## src/rtl/uart_pkg.sv

```systemverilog
// Shared types and helpers for the UART receive-side frame buffer.
// A frame is stored as {error, data}; the error counter saturates instead of wrapping.
package uart_pkg;

  localparam int ERR_CNT_W    = 16;
  localparam int FRAME_DATA_W = 8;

  typedef struct packed {
    logic                    error;
    logic [FRAME_DATA_W-1:0] data;
  } frame_t;

  // Stored entry width for a given payload width (payload plus error flag).
  function automatic int frame_w(input int dw);
    return dw + 1;
  endfunction

  function automatic int clog2(input int value);
    int res;
    res = 0;
    while ((32'sd1 << res) < value) begin
      res = res + 1;
    end
    return res;
  endfunction

  function automatic logic [ERR_CNT_W-1:0] sat_inc(input logic [ERR_CNT_W-1:0] value);
    return (value == {ERR_CNT_W{1'b1}}) ? value : value + ERR_CNT_W'(1);
  endfunction

endpackage

```

## src/rtl/sync_fifo_mem.sv

```systemverilog
// Frame storage array: synchronous write port, asynchronous read port at the head pointer.
module sync_fifo_mem
  import uart_pkg::*;
#(
  parameter int DEPTH = 16,
  parameter int WIDTH = 9,
  parameter int AW    = clog2(DEPTH)
) (
  input  logic             clk,
  input  logic             we,
  input  logic [AW-1:0]    wr_ptr,
  input  logic [WIDTH-1:0] wr_data,
  input  logic [AW-1:0]    rd_ptr,
  output logic [WIDTH-1:0] rd_data
);

  logic [WIDTH-1:0] mem [DEPTH];

  // Entries are not reset; validity is tracked by the controller's count.
  always_ff @(posedge clk) begin
    if (we) begin
      mem[wr_ptr] <= wr_data;
    end
  end

  assign rd_data = mem[rd_ptr];

endmodule

```

## src/rtl/uart_rx_frame_fifo.sv

```systemverilog
// First-word-fall-through frame buffer behind the UART receiver, with occupancy flags,
// sticky overflow, optional discard of parity-errored frames and a saturating error counter.
module uart_rx_frame_fifo
  import uart_pkg::*;
#(
  parameter int DATA_WIDTH  = 8,
  parameter int DEPTH       = 16,
  parameter int AFULL_LEVEL = DEPTH - 2
) (
  input  logic                     clk,
  input  logic                     rst,
  input  logic                     in_valid,
  input  logic [DATA_WIDTH-1:0]    in_data,
  input  logic                     in_error,
  input  logic                     drop_errored,
  input  logic                     stat_clr,
  output logic                     out_valid,
  input  logic                     out_ready,
  output logic [DATA_WIDTH-1:0]    out_data,
  output logic                     out_error,
  output logic [$clog2(DEPTH):0]   count,
  output logic                     full,
  output logic                     almost_full,
  output logic                     overflow,
  output logic [ERR_CNT_W-1:0]     err_count
);

  localparam int AW = $clog2(DEPTH);
  localparam int CW = AW + 1;
  localparam int FW = frame_w(DATA_WIDTH);

  logic          in_valid_q;
  logic [AW-1:0] wr_ptr;
  logic [AW-1:0] rd_ptr;
  logic [CW-1:0] count_nxt;
  logic          we;
  logic          push_req;
  logic          push;
  logic          pop;
  logic          ovf_evt;
  logic          err_evt;
  logic [FW-1:0] head;

  // The receiver strobe is edge-detected so a held-high valid yields one write.
  always_comb begin
    we          = in_valid & ~in_valid_q;
    push_req    = we & ~(drop_errored & in_error);
    pop         = out_valid & out_ready;
    full        = (count == CW'(DEPTH));
    almost_full = (count >= CW'(AFULL_LEVEL));
    push        = push_req & (~full | pop);
    ovf_evt     = push_req & full & ~pop;
    err_evt     = we & in_error;
    if (push && !pop) begin
      count_nxt = count + CW'(1);
    end else if (!push && pop) begin
      count_nxt = count - CW'(1);
    end else begin
      count_nxt = count;
    end
  end

  sync_fifo_mem #(
    .DEPTH (DEPTH),
    .WIDTH (FW),
    .AW    (AW)
  ) u_mem (
    .clk     (clk),
    .we      (push),
    .wr_ptr  (wr_ptr),
    .wr_data ({in_error, in_data}),
    .rd_ptr  (rd_ptr),
    .rd_data (head)
  );

  assign out_error = head[FW-1];
  assign out_data  = head[DATA_WIDTH-1:0];

  // Pointer, occupancy and statistics state; a same-cycle event beats stat_clr.
  always_ff @(posedge clk) begin
    if (rst) begin
      in_valid_q <= 1'b0;
      wr_ptr     <= '0;
      rd_ptr     <= '0;
      count      <= '0;
      out_valid  <= 1'b0;
      overflow   <= 1'b0;
      err_count  <= '0;
    end else begin
      in_valid_q <= in_valid;
      if (push) begin
        wr_ptr <= wr_ptr + AW'(1);
      end
      if (pop) begin
        rd_ptr <= rd_ptr + AW'(1);
      end
      count     <= count_nxt;
      out_valid <= (count_nxt != CW'(0));
      if (ovf_evt) begin
        overflow <= 1'b1;
      end else if (stat_clr) begin
        overflow <= 1'b0;
      end
      if (stat_clr) begin
        err_count <= err_evt ? ERR_CNT_W'(1) : ERR_CNT_W'(0);
      end else if (err_evt) begin
        err_count <= sat_inc(err_count);
      end
    end
  end

endmodule

```

## config.mk

```make
export PLATFORM = sky130hd
export DESIGN_NAME = uart_rx_frame_fifo
export DESIGN_NICKNAME = d
export VERILOG_FILES = /design/src/rtl/uart_pkg.sv /design/src/rtl/sync_fifo_mem.sv /design/src/rtl/uart_rx_frame_fifo.sv
export SDC_FILE = /design/constraint.sdc
export NUM_CORES = 1
export LEC_CHECK = 0
export BUFFER_PORTS_ARGS = -buffer_cell sky130_fd_sc_hd__clkbuf_2
export CAP_MARGIN = 5
export CORE_ASPECT_RATIO = 0.8
export CORE_MARGIN = 2
export CORE_UTILIZATION = 46
export CTS_CLUSTER_DIAMETER = 40
export DETAILED_ROUTE_END_ITERATION = 8
export PLACE_DENSITY_LB_ADDON = 0.08
export SYNTH_ARGS = -nofsm -noshare
export SYNTH_HDL_FRONTEND = slang
export SYNTH_SLANG_ARGS = --single-unit
```

## constraint.sdc

```tcl
create_clock -name clk -period 2.7 [get_ports clk]
set_clock_uncertainty 0.1 [all_clocks]
set_input_delay 0.405 -clock clk [delete_from_list [all_inputs] [get_ports clk]]
set_output_delay 0.405 -clock clk [all_outputs]
set_load 0.005 [all_outputs]
```

==> out/qor.yml, run 1 <==
hpwl_um: 9970
core_um2: 15600
grt_pass1_vias: 3906
grt.total_usage: 0.193
clk_latency_ns: 0.43
grt_antenna_before_repair: 1
worstPathBufferInverterCount: 2
drc: 0
clock.fmax_mhz: 365
fp.dieH_um: 117
critPathMaxFanout: 13
synth-simple-area-share: 0.0770
vias_per_cell: 5.39
htree_levels: 4
layout-drive-gt1-share: 0.316
met3_usage: 0.0547
critical_path.top_delay_family: "multiplexers"
place_area_um2: 7900
cpPeakStageDelay_ns: 0.55
arrival_ns: 2.23
synth_top_family_by_area: "multiplexers"
grt_pass1_wl_um: 23300
end_kind: "output pin"
fin_nets: 517
rsz0062_at_grt: "yes"
cts_buffer_depth: 2
synthMuxAreaShare: 0.140
p_leak_nw: 2.86
crit_type: "reg -> out"
critPathRequiredTime_ns: 2.19
clk_pin_slew_ns: 0.07
synth_fa_ha_area_frac: 0.0154
violations: "setup timing"
yosys.area.top_type: "edfxtp_1"
num_vias: 3895
yosysTopAreaCellShare: 0.591
netlist_top_cells_area: "edfxtp_1 59%, mux4_2 14%, dfxtp_1 9.9%"
synth_cell_types: 51
areaGrowthSynthToFinish_pct: 16.6
syn_inst: 422
synth_xor_xnor_area_share: 0.0275
async_flop_share: 0
synth-warning-count: 0
root_buffer: "clkbuf_16"
busiest_layer: "met2"
critPathLaunchType: "register"
place_congestion: 0.854
dieWidth_um: 145
firstDrtPassIters: 4
numCtsBuffers: 17
grt_util_met1: 0.266
drtAntennaViolNets: 0
pre_cts_slack_ns: 0.139
yosysSeqAreaShare: 0.690
path_common_cell: "mux4_2"
fin_util: 0.545
routed_wl_um: 15100
floorplan.initialDensity: 0.467
drt_iter0_drc: 315
cts_tree: "built"
tns_ns: -0.191
cp_slowest_cell: "mux4_2"
synth_most_common_cell: "edfxtp_1"
pin_count: 49
synth_common_cells: "144 x edfxtp_1, 45 x mux4_2, 37 x nor2_1"
setup_viol: 9
drv_slew: 0
hold_class: "in -> reg"
status: "finished, violations left"
synth_compound_area_frac: 0.0315
fin_crit_sh: 1.01
syn-cell-area_um2: 7310
crit_chain: "buf_12 > mux4_2 > mux4_2 > clkbuf_2"
ys_seq_elements: 180
maxCapViolCount: 0
grt_max_degree: 37
tightest_slew_ns: 0.578
wl_per_cell_um: 21.0
gr-total-overflow: 0
min_period_ns: 2.74
rows: 41
synth_edf_count: 144
vdd_drop_max_mv: 0.470
syn-mean-instance-area_um2: 17.3
finalHoldViolCount: 0
io_buffers: 48
relSlewSlack: 0.614
synthFlopType: "edfxtp_1"
whs_ns: 0.153
clkSinkCount: 180
synthesis.nets: 446
fin_ws_ns: -0.0369
grt_use_met2: 0.292
pwr_density_cell_nw_per_um2: 762
dieArea_um2: 16900
fin_area_um2: 8530
postCtsHoldBufs: 0
[flip-flops by register name, indices dropped and copies added, names as in the netlist, named ones only]
register and flops:
count 5, wr_ptr 4, out_valid 1, in_valid_q 1, err_count 16, u_mem.mem 144, rd_ptr 4, overflow 1
[layer usage]
metal | share of wire | wire length, um | vias to the layer above
li1 | - | - | 1801
met1 | 0.48 | 7280 | 1970
met2 | 0.45 | 6750 | 100
met3 | 0.050 | 752 | 24
met4 | 0.024 | 357 | 0
met5 | 0 | 0 | -
[worst reg2reg max path, delay by kind of cell, from the launching register on]
family / cells / cell delay, ns
AOI/OAI and AO/OA: 1 / 0.31
adders and majority gates: 1 / 0.25
buffers and inverters: 3 / 0.39
DFF: 1 / 0.38
and+or+nand+nor: 5 / 0.76
[cell families after synthesis]
group                    after synthesis
XOR/XNOR                              23
flip-flops                           180
adder cells (fa/ha/maj)                9
multiplexers                          46
buffers and inverters                 27
AO/OA/AOI/OAI                         29
AND/OR/NAND/NOR                      108
[stage by stage]
stage / total power, mW / cells
after floorplan: 3.76 / 422
after global placement: 4.07 / 686
after detailed placement: 4.07 / 686
after CTS: 6.58 / 721
after global routing: 6.77 / 721
final: 6.50 / 722
[power by group]
| part | internal [mW] | switching, mW |
|---|---|---|
| clock network | 1.45 | 1.02 |
| registers | 3.06 | 0.0561 |
| logic | 0.459 | 0.448 |
[worst paths after layout]
| path | start | endpoint | slack [ns] | depth (start not counted) |
|---|---|---|---|---|
| setup / recovery | register | out_data[2] | -0.04 | 4 |
| setup reg to reg | count[0] | u_mem.mem[6][7] | 0.20 | 10 |
| hold reg to reg | overflow | overflow | 0.41 | 2 |
| hold / removal | in_valid | in_valid_q | 0.15 | 2 |
[cells in the final DEF (no fill, tap or decap), types with 2 or more instances in the layout]
cell type | synthesis | layout
nand4_1 | 6 | 6
nand2_1 | 15 | 15
buf_4 | 1 | 18
o21ai_1 | 4 | 4
dfxtp_1 | 36 | 35
and3_1 | 6 | 6
inv_1 | 8 | 8
nor3_1 | 6 | 6
and2_1 | 17 | 12
nand2b_1 | 2 | 2
ha_1 | 9 | 9
bufinv_16 | 0 | 3
o2111ai_2 | 2 | 2
clkbuf_16 | 0 | 17
buf_12 | 0 | 3
xor2_1 | 14 | 14
inv_6 | 0 | 3
a32oi_1 | 2 | 2
clkbuf_1 | 6 | 2
nand3_1 | 4 | 4
and2_2 | 0 | 5
nor4_1 | 3 | 3
a22oi_1 | 2 | 2
a21oi_1 | 6 | 6
edfxtp_1 | 144 | 144
mux4_2 | 45 | 45
nor3b_1 | 3 | 3
clkbuf_2 | 0 | 48
nor2_1 | 37 | 36
clkinv_2 | 0 | 4
xnor2_1 | 9 | 9
[layout make-up]
class | count | area (um2)
antenna | 1 | 2.50
multi-input combinational | 215 | 2140
tap | 215 | 269
clock buffer | 19 | 433
inverter | 9 | 33.8
sequential | 180 | 5050
fill | 1244 | 7120
timing repair buffer | 70 | 447
clock inverter | 13 | 156
[timing repair]
action                                  in CTS  in global routing
gates resized for setup                      2                  6
endpoints found under the setup margin       9                 90
buffers inserted                             3                  0
gates cloned                                 0                  0
(Power assumes the default switching activity.)
==> run 2, diff against run 1 <==
==> constraint.sdc (replaced) <==
create_clock -name clk -period 2.7 [get_ports clk]
set_clock_uncertainty 0.1 [all_clocks]
set_input_delay 0.27 -clock clk [delete_from_list [all_inputs] [get_ports clk]]
set_output_delay 0.27 -clock clk [all_outputs]
set_load 0.005 [all_outputs]
==> out/qor.yml, run 2 (synthesized netlist as in run 1, its figures left out) <==
pre_cts_slack_ns: 0.0487  # was 0.139 ns
hold_class: "in -> reg"  # unchanged
critPathLaunchType: "register"  # unchanged
vdd_drop_max_mv: 0.485  # was 0.470 mV
wl_per_cell_um: 21.4  # was 21.0 um
cts_buffer_depth: 2  # unchanged
cpPeakStageDelay_ns: 0.55  # about the same
finalHoldViolCount: 0  # unchanged
power.total_mw: 6.38  # was 6.50 mW
firstDrtPassIters: 5  # was 4
crit_type: "reg -> out"  # unchanged
arrival_ns: 2.24  # was 2.23 ns
internal-power_mw: 4.87  # was 4.97 mW
hold_end: "in_valid_q"  # unchanged
drtAntennaViolNets: 0  # unchanged
grt.total_usage: 0.194  # was 0.193
end_kind: "output pin"  # unchanged
cts_tree: "built"  # unchanged
setup_viol: 0  # was 9
cp_slowest_cell: "mux4_2"  # unchanged
areaGrowthSynthToFinish_pct: 15.8  # was 16.6%
switching_share: 0.236  # was 0.235
r2r_end: "u_mem.mem[13][6]"  # was u_mem.mem[6][7]
dieArea_um2: 16900  # unchanged
clkPwrFrac: 0.368  # was 0.381
place_congestion: 0.838  # was 0.854
clk_pin_slew_ns: 0.06  # was 0.07 ns
reg2reg_slack_ns: 0.22  # was 0.20 ns
worstPathBufferInverterCount: 2  # unchanged
grt_antenna_before_repair: 0  # was 1
routed_wl_um: 15300  # was 15100 um
largestRegisters: "u_mem.mem (144), err_count (16), count (5)"  # unchanged
rsz0062_at_grt: "yes"  # unchanged
power_frac_comb: 0.143  # was 0.139
rows: 41  # unchanged
fin_util: 0.541  # was 0.545
drv_slew: 0  # unchanged
p_leak_nw: 2.82  # was 2.86 nW
floorplan.initialDensity: 0.467  # unchanged
clock.fmax_mhz: 383  # was 365 MHz
root_buffer: "clkbuf_16"  # unchanged
core_um2: 15600  # unchanged
maxCapViolCount: 0  # unchanged
grt_pass1_wl_um: 23700  # was 23300 um
clkSinkCount: 180  # unchanged
io_buffers: 48  # unchanged
critPathRequiredTime_ns: 2.33  # was 2.19 ns
p_seq_frac: 0.489  # was 0.479
numCtsBuffers: 17  # unchanged
layout-drive-gt1-share: 0.318  # was 0.316
dieWidth_um: 145  # unchanged
vias_per_cell: 5.43  # was 5.39
pin_count: 49  # unchanged
crit_chain: "buf_12 > mux4_2 > mux4_2 > clkbuf_2"  # unchanged
fin_ws_ns: 0.0869  # was -0.0369 ns
grt_pass1_vias: 3897  # was 3906
whs_ns: 0.0143  # was 0.153 ns
hpwl_um: 10200  # was 9970 um
htree_levels: 4  # unchanged
pwr_density_cell_nw_per_um2: 754  # was 762 nW/um2
antennaDiodeCount: 0  # was 1
largest-register: "u_mem.mem"  # unchanged
layout_commonest_cell: "edfxtp_1"  # unchanged
fin_nets: 512  # was 517
drt_iter0_drc: 321  # was 315
fill_cells: 1257  # was 1244
gr-total-overflow: 0  # unchanged
critPathMaxFanout: 14  # was 13
largest_reg_flops: 144  # unchanged
relSlewSlack: 0.635  # was 0.614
reg2reg_depth: 8  # was 10
hold_depth: 2  # unchanged
path_common_cell: "mux4_2"  # unchanged
reg2reg_from: "count[0]"  # unchanged
drc: 0  # unchanged
tightest_slew_ns: 0.545  # was 0.578 ns
clk_latency_ns: 0.43  # about the same
status: "finished clean"  # was finished, violations left
switching_power_mw: 1.51  # was 1.53 mW
min_period_ns: 2.61  # was 2.74 ns
hold_start: "in_valid"  # unchanged
fp.dieH_um: 117  # unchanged
fin_crit_sh: 0.968  # was 1.01
grt_max_degree: 37  # unchanged
critical_path.top_delay_family: "multiplexers"  # unchanged
layout_common_cells: "144 x edfxtp_1, 48 x clkbuf_2, 45 x mux4_2, 37 x nor2_1, 35 x dfxtp_1"  # was 144 x edfxtp_1, 48 x clkbuf_2, 45 x mux4_2, 36 x nor2_1, 35 x dfxtp_1
num_vias: 3886  # was 3895
==> run 2: worst max-delay path by stage <==
stage               startpoint  cells past startpoint  slack (ns)                to
floorplan             count[1]                      8        0.24  u_mem.mem[15][0]
global placement      count[0]                      8        0.15  u_mem.mem[13][0]
detailed placement    count[0]                      8        0.05  u_mem.mem[12][0]
CTS                   register                      4      0.0007         out_error
global route          count[0]                      8       -0.02  u_mem.mem[13][6]
finish                register                      4        0.09         out_error
==> run 2: cell type report <==
class | count | area [um2] | area share
Timing Repair Buffer | 65 | 405 | 0.0479
Clock buffer | 17 | 425 | 0.0503
Sequential cell | 180 | 5050 | 0.596
Tap cell | 215 | 269 | 0.0318
Multi-Input combinational cell | 215 | 2150 | 0.254
Inverter | 9 | 33.8 | 0.00399
Clock inverter | 14 | 135 | 0.0160
==> run 2: power by group through the flow <==
stage	Sequential (mW)	Combinational [mW]	Clock, mW
after floorplan	3.16	0.597	0
after global placement	3.18	0.889	0
after detailed placement	3.19	0.888	0
after CTS	3.13	0.898	2.40
after global routing	3.13	0.997	2.53
final	3.12	0.910	2.35
==> run 2: repair_timing <==
action,4_1_cts,5_1_grt
hold endpoints to repair,0,0
setup endpoints to repair,9,114
hold buffers,0,0
gates cloned,0,0
resized for setup,1,13
buffers inserted,1,4
==> run 2: metal layers <==
metal	vias to the layer above	share of wire	GRT usage
li1	1790	-	-
met1	1973	0.46	0.278
met2	118	0.47	0.298
met3	5	0.061	0.0430
met4	0	0.0063	0.0713
met5	-	0	0
==> run 2: per-stage QoR <==
stage / setup TNS, ns / area [um2] / std cells
final: 0 / 8460 / 715
after global routing: -0.208 / 8460 / 715
after CTS: 0 / 8420 / 711
after detailed placement: 0 / 7850 / 679
after global placement: 0 / 7850 / 679
after floorplan: 0 / 7310 / 422
==> run 2: worst register-to-register path: cells and delay by family, from the launching register on <==
family          cells  cell delay, ns
fa+ha+maj           1            0.25
buf+inv             2            0.20
compound gates      1            0.31
flops               1            0.37
simple gates        4            0.94
==> run 3, diff against run 2 <==
CORE_ASPECT_RATIO = default   (was 0.8)
==> out/qor.yml, run 3 (synthesized netlist as in run 1, its figures left out) <==
status: "finished clean"  # unchanged
p_leak_nw: 2.82  # about the same
hold_start: "in_valid"  # unchanged
numCtsBuffers: 17  # unchanged
place_congestion: 0.834  # was 0.838
drv_slew: 0  # unchanged
grt_pass1_vias: 3857  # was 3897
largest-register: "u_mem.mem"  # unchanged
pin_count: 49  # unchanged
cts_tree: "built"  # unchanged
rows: 46  # was 41
end_kind: "output pin"  # unchanged
fill_cells: 1275  # was 1257
post_cts_buffers: 0  # was 1
r2r_end: "u_mem.mem[8][2]"  # was u_mem.mem[13][6]
switching_power_mw: 1.51  # about the same
areaGrowthSynthToFinish_pct: 16.2  # was 15.8%
grt_antenna_before_repair: 0  # unchanged
finalHoldViolCount: 0  # unchanged
tns_ns: 0  # unchanged
drt_iter0_drc: 332  # was 321
drc: 0  # unchanged
crit_type: "reg -> out"  # unchanged
hpwl_um: 10000  # was 10200 um
arrival_ns: 2.27  # was 2.24 ns
clkSinkCount: 180  # unchanged
maxCapViolCount: 0  # unchanged
fin_crit_sh: 0.977  # was 0.968
seq_area_um2: 5050  # unchanged
multiInputGateArea_um2: 2130  # was 2150 um2
pwr_density_cell_nw_per_um2: 751  # was 754 nW/um2
crit_chain: "buf_12 > mux4_2 > mux4_2 > clkbuf_2"  # unchanged
htree_levels: 4  # unchanged
rsz0062_at_grt: "no"  # was yes
power_frac_comb: 0.143  # about the same
vdd_drop_max_mv: 0.450  # was 0.485 mV
internal-power_mw: 4.88  # was 4.87 mW
largestRegisters: "u_mem.mem (144), err_count (16), count (5)"  # unchanged
firstDrtPassIters: 4  # was 5
floorplan.initialDensity: 0.465  # was 0.467
hold_depth: 2  # unchanged
wl_per_cell_um: 20.6  # was 21.4 um
critPathLaunchType: "register"  # unchanged
cts_buffer_depth: 2  # unchanged
hold_class: "in -> reg"  # unchanged
switching_share: 0.236  # about the same
min_period_ns: 2.64  # was 2.61 ns
postCtsHoldBufs: 0  # unchanged
gr-total-overflow: 0  # unchanged
layout_common_cells: "144 x edfxtp_1, 48 x clkbuf_2, 45 x mux4_2, 37 x nor2_1, 35 x dfxtp_1"  # unchanged
root_buffer: "clkbuf_16"  # unchanged
reg2reg_slack_ns: 0.20  # was 0.22 ns
power.total_mw: 6.38  # about the same
fin_nets: 514  # was 512
clkPwrFrac: 0.369  # was 0.368
grt.total_usage: 0.186  # was 0.194
core_um2: 15700  # was 15600 um2
grt_pass1_wl_um: 22300  # was 23700 um
tightest_slew_ns: 0.553  # was 0.545 ns
relSlewSlack: 0.631  # was 0.635
critPathRequiredTime_ns: 2.33  # about the same
hold_end: "in_valid_q"  # unchanged
dieWidth_um: 130  # was 145 um
cpPeakStageDelay_ns: 0.57  # was 0.55 ns
drtAntennaViolNets: 0  # unchanged
dieArea_um2: 16900  # about the same
setup_viol: 0  # unchanged
num_vias: 3886  # unchanged
reg2reg_depth: 8  # unchanged
clock.fmax_mhz: 379  # was 383 MHz
clk_pin_slew_ns: 0.07  # was 0.06 ns
critPathMaxFanout: 13  # was 14
layout-drive-gt1-share: 0.306  # was 0.318
cp_slowest_cell: "mux4_2"  # unchanged
grt_max_degree: 37  # unchanged
routed_wl_um: 14800  # was 15300 um
reg2reg_from: "count[0]"  # unchanged
fp.dieH_um: 130  # was 117 um
path_common_cell: "mux4_2"  # unchanged
layout_commonest_cell: "edfxtp_1"  # unchanged
vias_per_cell: 5.40  # was 5.43
io_buffers: 48  # unchanged
clk_latency_ns: 0.42  # was 0.43 ns
largest_reg_flops: 144  # unchanged
p_seq_frac: 0.489  # about the same
antennaDiodeCount: 0  # unchanged
-- run 3: cell types whose count changed in the layout (fill, tap and decap cells not counted), moves of 2 or more --
| cell | change |
|---|---|
| and2_1 | +9 |
| and2_2 | -8 |
| clkbuf_1 | +2 |
| clkinv_1 | -3 |
| clkinv_4 | +3 |
| inv_6 | -3 |
-- run 3: metal layers --
metal / share of wire / routed length, um / GRT usage / vias up
li1: - / - / - / 1792
met1: 0.45 / 6690 / 0.255 / 1984
met2: 0.50 / 7340 / 0.302 / 96
met3: 0.037 / 551 / 0.0340 / 14
met4: 0.015 / 215 / 0.0664 / 0
met5: 0 / 0 / 0 / -
-- run 3: power by group through the flow --
stage	combinational (mW)	clock, mW	sequential [mW]
after floorplan	0.597	0	3.16
after global placement	0.900	0	3.16
after detailed placement	0.899	0	3.17
after CTS	0.904	2.40	3.11
after global routing	0.988	2.51	3.12
final	0.911	2.35	3.12
-- run 3: cell type report --
type / count / area share
Inverter: 9 / 0.00398
Tap cell: 216 / 0.0318
Clock inverter: 13 / 0.0161
Sequential cell: 180 / 0.594
Timing Repair Buffer: 67 / 0.0516
Clock buffer: 19 / 0.0510
Multi-Input combinational cell: 215 / 0.251
-- run 3: how the worst max path moves through the flow --
stage	from	endpoint	slack, ns	depth (start not counted)
floorplan	count[1]	u_mem.mem[15][0]	0.24	8
global placement	count[0]	u_mem.mem[7][2]	0.20	9
detailed placement	count[0]	u_mem.mem[7][6]	0.13	9
CTS	register	out_data[5]	0.01	4
global route	register	out_data[5]	0.003	4
finish	register	out_error	0.06	4
-- run 3: worst max-delay path: cells and delay by family, from the launching register on --
family	cells	cell delay, ns
flip-flops	1	0.43
buffers and inverters	2	0.33
multiplexers	2	1.09
-- run 3: metrics by stage --
step           cells  hold slack [ns]  utilization  instance area, um2  setup WS (ns)
3_3_place_gp     686            0.396        0.502                7880          0.204
3_5_place_dp     686            0.399        0.502                7880          0.128
4_1_cts          718           0.0131        0.538                8450         0.0124
2_1_floorplan    422            0.269            -                7310          0.244
5_1_grt          719           0.0331        0.541                8490        0.00251
6_report         719           0.0286        0.541                8490         0.0631
-- run 3: repair_timing --
| item | in CTS | in global routing |
|---|---|---|
| cloned | 0 | 1 |
| setup endpoints to repair | 2 | 28 |
| resized for setup | 1 | 6 |
